### config.mk
export PLATFORM = sky130hd
export DESIGN_NAME = serial_add_ctrl
export DESIGN_NICKNAME = d
export VERILOG_FILES = /design/src/rtl/serial_add_pkg.sv /design/src/rtl/byte_adder.sv /design/src/rtl/serial_add_ctrl.sv
export SDC_FILE = /design/constraint.sdc
export NUM_CORES = 1
export LEC_CHECK = 0
export CORE_MARGIN = 5
export CORE_UTILIZATION = 30
export CTS_BUF_LIST = sky130_fd_sc_hd__clkbuf_16
export DETAILED_ROUTE_END_ITERATION = 8
export HOLD_SLACK_MARGIN = 0.08
export SLEW_MARGIN = 30
export SYNTH_ARGS = -nofsm -noshare
export SYNTH_HDL_FRONTEND = slang
export SYNTH_SLANG_ARGS = --single-unit
### constraint.sdc
create_clock -name clk -period 3.2 [get_ports clk]
set_input_delay 0.96 -clock clk [delete_from_list [all_inputs] [get_ports clk]]
set_output_delay 0.96 -clock clk [all_outputs]
set_load 0.01 [all_outputs]
### src/rtl/serial_add_pkg.sv
// Shared types and constants for the byte-serial add/subtract controller.
//   state_e  : controller FSM states
//   OP_ADD / OP_SUB : req_op encodings
//   get_byte / put_byte : index-driven byte muxes over a 32-bit word
package serial_add_pkg;

  localparam int unsigned NBYTES = 4;
  localparam int unsigned BYTE_W = 8;
  localparam int unsigned DATA_W = NBYTES * BYTE_W;
  localparam int unsigned IDX_W  = 2;

  localparam logic OP_ADD = 1'b0;
  localparam logic OP_SUB = 1'b1;

  typedef enum logic [1:0] {
    IDLE = 2'd0,
    CALC = 2'd1,
    DONE = 2'd2
  } state_e;

  // Select one byte of a word by index.
  function automatic logic [BYTE_W-1:0] get_byte(input logic [DATA_W-1:0] w,
                                                 input logic [IDX_W-1:0]  idx);
    logic [BYTE_W-1:0] b;
    case (idx)
      2'd0:    b = w[7:0];
      2'd1:    b = w[15:8];
      2'd2:    b = w[23:16];
      default: b = w[31:24];
    endcase
    return b;
  endfunction

  // Replace one byte of a word by index, keeping the others.
  function automatic logic [DATA_W-1:0] put_byte(input logic [DATA_W-1:0] w,
                                                 input logic [IDX_W-1:0]  idx,
                                                 input logic [BYTE_W-1:0] b);
    logic [DATA_W-1:0] r;
    r = w;
    case (idx)
      2'd0:    r[7:0]   = b;
      2'd1:    r[15:8]  = b;
      2'd2:    r[23:16] = b;
      default: r[31:24] = b;
    endcase
    return r;
  endfunction

endpackage

### src/rtl/byte_adder.sv
// 8-bit combinational adder shared by all byte slices.
//   in0, in1 : byte operands
//   cin      : carry-in
//   sum      : byte sum
//   cout     : carry-out of bit 7
module byte_adder
  import serial_add_pkg::*;
(
  input  logic [BYTE_W-1:0] in0,
  input  logic [BYTE_W-1:0] in1,
  input  logic              cin,
  output logic [BYTE_W-1:0] sum,
  output logic              cout
);

  logic [BYTE_W:0] full;

  assign full = {1'b0, in0} + {1'b0, in1} + {{BYTE_W{1'b0}}, cin};
  assign sum  = full[BYTE_W-1:0];
  assign cout = full[BYTE_W];

endmodule

### src/rtl/serial_add_ctrl.sv
// Byte-serial 32-bit add/subtract controller with valid/ready handshakes.
// One byte is computed per cycle through a single shared byte_adder.
//   clk, reset_n          : clock, async active-low reset
//   req_val/req_rdy       : request handshake
//   req_op, req_a, req_b  : operation (0 add, 1 a-b) and operands
//   req_cin               : carry-in for add (ignored for subtract)
//   resp_val/resp_rdy     : response handshake
//   resp_sum, resp_cout   : result and carry-out (subtract: 1 = no borrow)
module serial_add_ctrl
  import serial_add_pkg::*;
(
  input  logic              clk,
  input  logic              reset_n,
  input  logic              req_val,
  output logic              req_rdy,
  input  logic              req_op,
  input  logic [DATA_W-1:0] req_a,
  input  logic [DATA_W-1:0] req_b,
  input  logic              req_cin,
  output logic              resp_val,
  input  logic              resp_rdy,
  output logic [DATA_W-1:0] resp_sum,
  output logic              resp_cout
);

  state_e             state_q, state_d;
  logic [IDX_W-1:0]   idx_q, idx_d;
  logic               carry_q, carry_d;
  logic               fin_q, fin_d;
  logic [DATA_W-1:0]  a_q, a_d;
  logic [DATA_W-1:0]  b_q, b_d;
  logic [DATA_W-1:0]  sum_q, sum_d;
  logic               cout_q, cout_d;
  logic               rdy_q, rdy_d;
  logic               val_q, val_d;

  logic [BYTE_W-1:0]  add_in0_c, add_in1_c, add_sum_c;
  logic               add_cout_c;

  // Operand byte muxes steered by the index register.
  assign add_in0_c = get_byte(a_q, idx_q);
  assign add_in1_c = get_byte(b_q, idx_q);

  byte_adder u_byte_adder (
    .in0  (add_in0_c),
    .in1  (add_in1_c),
    .cin  (carry_q),
    .sum  (add_sum_c),
    .cout (add_cout_c)
  );

  // Next-state and datapath update.
  // After the byte-3 edge, fin_q marks one settle edge in CALC so that
  // DONE is entered on the fifth edge after acceptance.
  always_comb begin
    state_d = state_q;
    idx_d   = idx_q;
    carry_d = carry_q;
    fin_d   = fin_q;
    a_d     = a_q;
    b_d     = b_q;
    sum_d   = sum_q;
    cout_d  = cout_q;
    rdy_d   = rdy_q;
    val_d   = val_q;

    unique case (state_q)
      IDLE: begin
        if (req_val && rdy_q) begin
          state_d = CALC;
          a_d     = req_a;
          b_d     = (req_op == OP_SUB) ? ~req_b : req_b;
          carry_d = (req_op == OP_SUB) ? 1'b1 : req_cin;
          idx_d   = '0;
          fin_d   = 1'b0;
          sum_d   = '0;
          rdy_d   = 1'b0;
        end
      end

      CALC: begin
        if (!fin_q) begin
          sum_d   = put_byte(sum_q, idx_q, add_sum_c);
          carry_d = add_cout_c;
          if (idx_q == IDX_W'(NBYTES - 1)) begin
            // Index stays at 3: it never wraps inside an operation.
            cout_d = add_cout_c;
            fin_d  = 1'b1;
          end else begin
            idx_d = idx_q + IDX_W'(1);
          end
        end else begin
          state_d = DONE;
          fin_d   = 1'b0;
          val_d   = 1'b1;
        end
      end

      DONE: begin
        // Requests are not looked at here, so none is taken on the consume edge.
        if (val_q && resp_rdy) begin
          state_d = IDLE;
          val_d   = 1'b0;
          rdy_d   = 1'b1;
        end
      end

      default: begin
        state_d = IDLE;
        val_d   = 1'b0;
        rdy_d   = 1'b1;
      end
    endcase
  end

  // State and datapath registers.
  always_ff @(posedge clk or negedge reset_n) begin
    if (!reset_n) begin
      state_q <= IDLE;
      idx_q   <= '0;
      carry_q <= 1'b0;
      fin_q   <= 1'b0;
      a_q     <= '0;
      b_q     <= '0;
      sum_q   <= '0;
      cout_q  <= 1'b0;
      rdy_q   <= 1'b1;
      val_q   <= 1'b0;
    end else begin
      state_q <= state_d;
      idx_q   <= idx_d;
      carry_q <= carry_d;
      fin_q   <= fin_d;
      a_q     <= a_d;
      b_q     <= b_d;
      sum_q   <= sum_d;
      cout_q  <= cout_d;
      rdy_q   <= rdy_d;
      val_q   <= val_d;
    end
  end

  assign req_rdy   = rdy_q;
  assign resp_val  = val_q;
  assign resp_sum  = sum_q;
  assign resp_cout = cout_q;

endmodule

==> results.yml, run 1 <==
global_route:
  grt_pass1_vias: 3902
  grt_antenna_before_repair: 0
  grt_pass1_wl_um: 20770
  grt_overflow: 0
  grt_max_degree: 106
  grt_usage_pct: 13.32
floorplanning:
  die_width_um: 141.6
  initial_core_util_pct: 30.35
  die_h_um: 141.6
  ios: 105
  die_area_um2: 20050
  core-area_um2: 17120
  rows: 48
routing:
  drtPass1Iterations: 5
  ant_nets: 0
  postRouteWirelength_um: 12910
  vias: 3788
  viasPerCell: 4.723
  drt_iter0_drc: 225
  wire_per_inst_um: 16.10
  drc: 0
yosys:
  synth_largest_area_cell: "dfrtp_1"
  syn_area_per_cell_um2: 11.03
  ys_warn_count: 0
  synth.distinct_cells: 42
  async_flop_share_pct: 100.0
  syn_area_um2: 5195
  ys_seq_area_share_pct: 50.60
  synth_cells: 471
  synth_area_leaders: "dfrtp_1, mux2_2, xnor2_1, a21oi_1, mux2i_1"
  synth.top_cell.area_share_pct: 50.10
  synth_nets: 555
  synth_edf_count: 0
  synthFlopType: "dfrtp_1"
  ys_ff_latch: 105
clocking:
  cts_made_buffers: 9
  tritoncts: "built"
  cts_setup_buffers: 0
  clkTransAtPathRegs_ns: 0.06
  cts_sinks: 105
  cts_root_buf: "clkbuf_16"
  insertion_delay_ns: 0.35
  htree_levels: 3
  cts_max_path_buffers: 2
sta:
  tns_ns: 0
  finalHoldViolations: 0
  slew_viol_final: 0
  whs_ns: 0.4806
  max_freq_ghz: 0.3311
  fin_skew_ns: 0.004422
  finalSetupViolations: 0
  relSlewSlack_pct: 56.14
  min_period_ns: 3.020
  tightest_slew_ns: 0.6579
  period_share_pct: 94.38
  layout_setup_ws_ns: 0.1797
final_layout:
  drive_gt1_share_pct: 14.73
  syn_to_final_growth_pct: 30.13
  final_cells: 802
  fin_area_um2: 6760
  fin_util_pct: 39.50
  diodes: 0
  nNetsFinal: 657
placed_design:
  place_area_um2: 6482
  port-buffer-count: 104
  dp_cells: 787
  dp_hpwl_um: 9765
  dp_slack_ns: 0.1736
  gp_congestion: 0.8476
setup_path:
  cp_cell_sequence: "inv_1 > ha_1 > a222oi_1 > nand2_1 > o21ai_0 > fa_1 > fa_1 > nor2b_1 > nor3_1 > o21a_1 > xnor2_2 > a22o_1"
  cpPeakStageDelay_ns: 0.46
  crit_type: "flop to flop"
  path_common_cell: "fa_1"
  path_buf_inv: 1
  critPathTopFamily: "adder cells"
  critPathRequiredTime_ns: 3.44
  crit_fanout: 5
  crit_arrival_ns: 3.26
  end_kind: "flop"
  critPathLaunchType: "flop"
  slowest_stage: "fa_1"
pwr:
  vdd_drop_max_mv: 0.3962
  p_total_mw: 6.531
  p_per_area_nw_per_um2: 966.1
  p_leak_nw: 2.940
status:
  outcome: "complete, no violations"
flow_run:
  maxCapViolations: 0
hold_path:
  min_path_type: "flop to flop"
==> cells by family after synthesis <==
kind of cell | Yosys count | share of synthesized area, %
adders and majority gates | 14 | 3.661
DFF | 105 | 50.60
xor gates and xnor gates | 34 | 5.732
buffers and inverters | 50 | 4.985
AOI/OAI and AO/OA | 110 | 14.67
muxes | 57 | 11.95
and+or+nand+nor | 101 | 8.405
==> per-layer routing <==
metal / global-route usage (%) / routed length (um) / up-vias
met5: 0 / 0 / -
met4: 3.586 / 179 / 0
met3: 3.910 / 727 / 11
met2: 22.02 / 6448 / 107
met1: 17.09 / 5553 / 1829
li1: - / - / 1841
==> Yosys cell counts (3+ instances only) <==
library cell  count
a21oi_1          35
a222oi_1         14
a22o_1            5
buf_2             8
buf_4             7
buf_6             4
clkbuf_1          9
dfrtp_1         104
ha_1             12
inv_1            20
mux2_2           40
mux2i_1          17
nand2_1          44
nor2_1           40
nor2b_1           4
nor3_1            5
o211ai_1          3
o21a_1            5
o21ai_0          26
o21ai_4           4
o31ai_1           8
xnor2_1          27
xor2_1            7
==> layout by cell type (no fill, tap or decap), types with 2 or more instances in the layout <==
master / count
a21oi_1: 35
a222oi_1: 14
a22o_1: 5
a22oi_1: 2
a31o_2: 2
buf_12: 2
buf_4: 14
clkbuf_16: 9
clkdlybuf4s50_1: 102
clkinv_2: 2
dfrtp_1: 104
fa_1: 2
ha_1: 12
inv_1: 22
mux2_2: 40
mux2i_1: 17
nand2_1: 44
nand2b_1: 2
nor2_1: 40
nor2b_1: 4
nor3_1: 4
o211ai_1: 3
o21a_1: 5
o21ai_0: 26
o21ai_4: 4
o31ai_1: 8
xnor2_1: 26
xor2_1: 6
==> path summary, 6_finish.rpt <==
check | from | to | slack [ns] | cells past startpoint
setup / recovery | idx_q[0]$_DFFE_PN0P_ | resp_sum[6]$_DFFE_PN0P_ | 0.18 | 12
hold / removal | resp_sum[9]$_DFFE_PN0P_ | resp_sum[9]$_DFFE_PN0P_ | 0.48 | 2
setup reg to reg | idx_q[0]$_DFFE_PN0P_ | resp_sum[6]$_DFFE_PN0P_ | 0.18 | 12
hold reg to reg | resp_sum[9]$_DFFE_PN0P_ | resp_sum[9]$_DFFE_PN0P_ | 0.48 | 2
max in group asynchronous | reset_n | b_q[11]$_DFFE_PN0P_ | 2.11 | 2
min in group asynchronous | reset_n | resp_sum[0]$_DFFE_PN0P_ | 0.67 | 2
==> cell type report <==
type | count | area (um^2)
multi-input cells | 316 | 2337
well taps | 225 | 281.5
fillers | 1678 | 10360
inverters | 22 | 87.58
flip-flops and latches | 105 | 2629
repair buffers | 119 | 1171
clock inverters | 6 | 28.78
clock buffers | 9 | 225.2
==> power by group <==
| group | leakage [nW] | internal (mW) | switching (mW) |
|---|---|---|---|
| Combinational | 1.47 | 1.54 | 1.69 |
| Clock | 0.131 | 0.512 | 0.465 |
| Sequential | 1.34 | 1.93 | 0.395 |
| Total | 2.94 | 3.98 | 2.55 |
==> worst min-delay path, delay by kind of cell (launching register included) <==
family / cells / cell delay [ns]
and+or+nand+nor: 1 / 0.05
AOI/OAI and AO/OA: 1 / 0.05
DFF: 1 / 0.34
==> state kept, by name, summed over array words and instances, names as in the netlist <==
name,cells
fin_q,1
resp_sum,32
req_rdy,1
carry_q,1
b_q,32
resp_val,1
state_q,2
idx_q,2
a_q,32
resp_cout,1
==> timing repair <==
| item | 4_1_cts | 5_1_grt |
|---|---|---|
| gates resized for setup | 0 | 4 |
| hold buffers | 0 | 0 |
| hold endpoints to repair | 0 | 0 |
| setup endpoints to repair | 0 | 12 |
No activity file was read; power rests on OpenSTA's default activity.
==> inputs of run 2 (changes only) <==
--- a/config.mk
+++ b/config.mk
@@ -9,6 +9,7 @@
 export CORE_UTILIZATION = 30
 export CTS_BUF_LIST = sky130_fd_sc_hd__clkbuf_16
 export DETAILED_ROUTE_END_ITERATION = 8
+export DONT_BUFFER_PORTS = 1
 export HOLD_SLACK_MARGIN = 0.08
 export SLEW_MARGIN = 30
 export SYNTH_ARGS = -nofsm -noshare
==> results.yml, run 2 (same netlist as run 1, synthesis figures left out) <==
setup_path:
  slowest_stage: "dfrtp_1"
  crit_type: "flop to flop"
  critPathRequiredTime_ns: 3.39
  cp_cell_sequence: "inv_1 > ha_1 > buf_4 > a22oi_1 > nand2_1 > mux2_2 > ha_1 > nor2b_1 > o31a_1 > o21ai_2 > xor2_2 > o31ai_1"
  crit_fanout: 7
  crit_arrival_ns: 3.18
  path_common_cell: "ha_1"
  cpPeakStageDelay_ns: 0.40
  critPathLaunchType: "flop"
  end_kind: "flop"
pwr:
  vdd_drop_max_mv: 0.5188
  p_switching_mw: 2.513
  clockPowerShare_pct: 18.4
  seq_power_share_pct: 38.3
  intPower_mw: 3.797
  p_leak_nw: 2.545
  comb_power_share_pct: 43.3
  p_per_area_nw_per_um2: 1098
  p_sw_share_pct: 39.83
clocking:
  htree_levels: 3
  tritoncts: "built"
  cts_sinks: 105
  insertion_delay_ns: 0.35
  cts_made_buffers: 9
  cts_setup_buffers: 0
  cts_root_buf: "clkbuf_16"
  clkTransAtPathRegs_ns: 0.07
  cts_max_path_buffers: 2
sta:
  tightest_slew_ns: 0.9353
  min_period_ns: 2.996
  max_freq_ghz: 0.3338
  period_share_pct: 93.62
  finalSetupViolations: 0
  finalHoldViolations: 0
  relSlewSlack_pct: 37.65
  fin_skew_ns: 0.007579
  slew_viol_final: 0
placed_design:
  place_area_um2: 5406
  dp_hpwl_um: 9676
  gp_congestion: 0.8553
  port-buffer-count: 0
routing:
  drtPass1Iterations: 5
  vias: 3410
  drc: 0
  ant_nets: 0
  wire_per_inst_um: 18.79
  viasPerCell: 4.906
  drt_iter0_drc: 304
  postRouteWirelength_um: 13060
hold_path:
  min_path_type: "input pin to asynchronous set/reset pin"
floorplanning:
  die_h_um: 141.6
  rows: 48
  die_area_um2: 20050
  initial_core_util_pct: 30.35
  die_width_um: 141.6
  ios: 105
  core-area_um2: 17120
global_route:
  grt_usage_pct: 13.38
  grt_overflow: 0
  grt_antenna_before_repair: 2
  grt_max_degree: 106
  grt_pass1_vias: 3559
  grt_pass1_wl_um: 20690
flow_run:
  maxCapViolations: 0
final_layout:
  drive_gt1_share_pct: 17.48
  final_common_cell: "dfrtp_1"
  syn_to_final_growth_pct: 10.62
  layout_common_cells: "dfrtp_1, nand2_1, mux2_2, nor2_1, a21oi_1"
  fin_area_um2: 5747
  nNetsFinal: 549
  fillers: 1717
  fin_util_pct: 33.57
status:
  outcome: "complete, no violations"
## run 2: worst paths after layout
path | start | end | slack [ns] | cells past startpoint
worst max register to register | idx_q[0]$_DFFE_PN0P_ | resp_sum[15]$_DFFE_PN0P_ | 0.20 | 12
worst max-delay path | idx_q[0]$_DFFE_PN0P_ | resp_sum[15]$_DFFE_PN0P_ | 0.20 | 12
max in group asynchronous | reset_n | req_rdy$_DFFE_PN1P_ | 2.71 | 0
worst min register to register | a_q[25]$_DFFE_PN0P_ | a_q[25]$_DFFE_PN0P_ | 0.51 | 1
min in group clk | a_q[25]$_DFFE_PN0P_ | a_q[25]$_DFFE_PN0P_ | 0.51 | 1
worst min-delay path | reset_n | resp_sum[24]$_DFFE_PN0P_ | 0.31 | 0
## run 2: routing by layer
metal  GRT usage (%)  wire, um  vias to the layer above
met3           4.314       928                       22
li1                -         -                     1629
met1           17.37      5564                     1650
met5               0        13                        -
met4           4.242       280                        2
met2           21.27      6274                      107
## run 2: per-stage QoR
step / std cells / setup TNS [ns] / power, mW / setup WS [ns] / hold WS (ns)
after global routing: 695 / -0.01965 / 6.807 / -0.007283 / 0.2940
after detailed placement: 679 / 0 / 5.070 / 0.08788 / 0.4962
after floorplan: 471 / 0 / 4.300 / 0.1270 / 0.4730
after CTS: 694 / 0 / 6.253 / 0.07862 / 0.2983
final: 695 / 0 / 6.310 / 0.2040 / 0.3104
after global placement: 679 / 0 / 4.975 / 0.1664 / 0.4892
## run 2: what timing repair did
action	in CTS	in global routing
resized for setup	0	6
hold buffers	0	0
endpoints found under the setup margin	0	15
## run 2: area by class of cell
type                       count  area, um^2  area share, %
sequential                   105        2629          45.74
multi-input combinational    316        2342          40.76
tap                          225       281.5          4.899
clock buffer                   9       225.2          3.919
timing repair buffer          11       95.09          1.655
inverter                      22       87.58          1.524
clock inverter                 6       83.83          1.459
antenna                        1       2.502        0.04354
## run 2: critical path: cells and delay by family (launching register included)
family | cells | cell delay [ns]
muxes | 1 | 0.28
AOI/OAI and AO/OA | 4 | 0.80
xor gates and xnor gates | 1 | 0.29
adders and majority gates | 2 | 0.55
DFF | 1 | 0.40
buffers and inverters | 2 | 0.30
and+or+nand+nor | 2 | 0.22
## run 2: power groups by stage
stage	Combinational, mW	Sequential [mW]	Clock, mW
floorplan	2.03	2.27	0
global placement	2.55	2.43	0
detailed placement	2.61	2.46	0
CTS	2.63	2.43	1.19
global route	3.05	2.50	1.25
finish	2.73	2.41	1.16
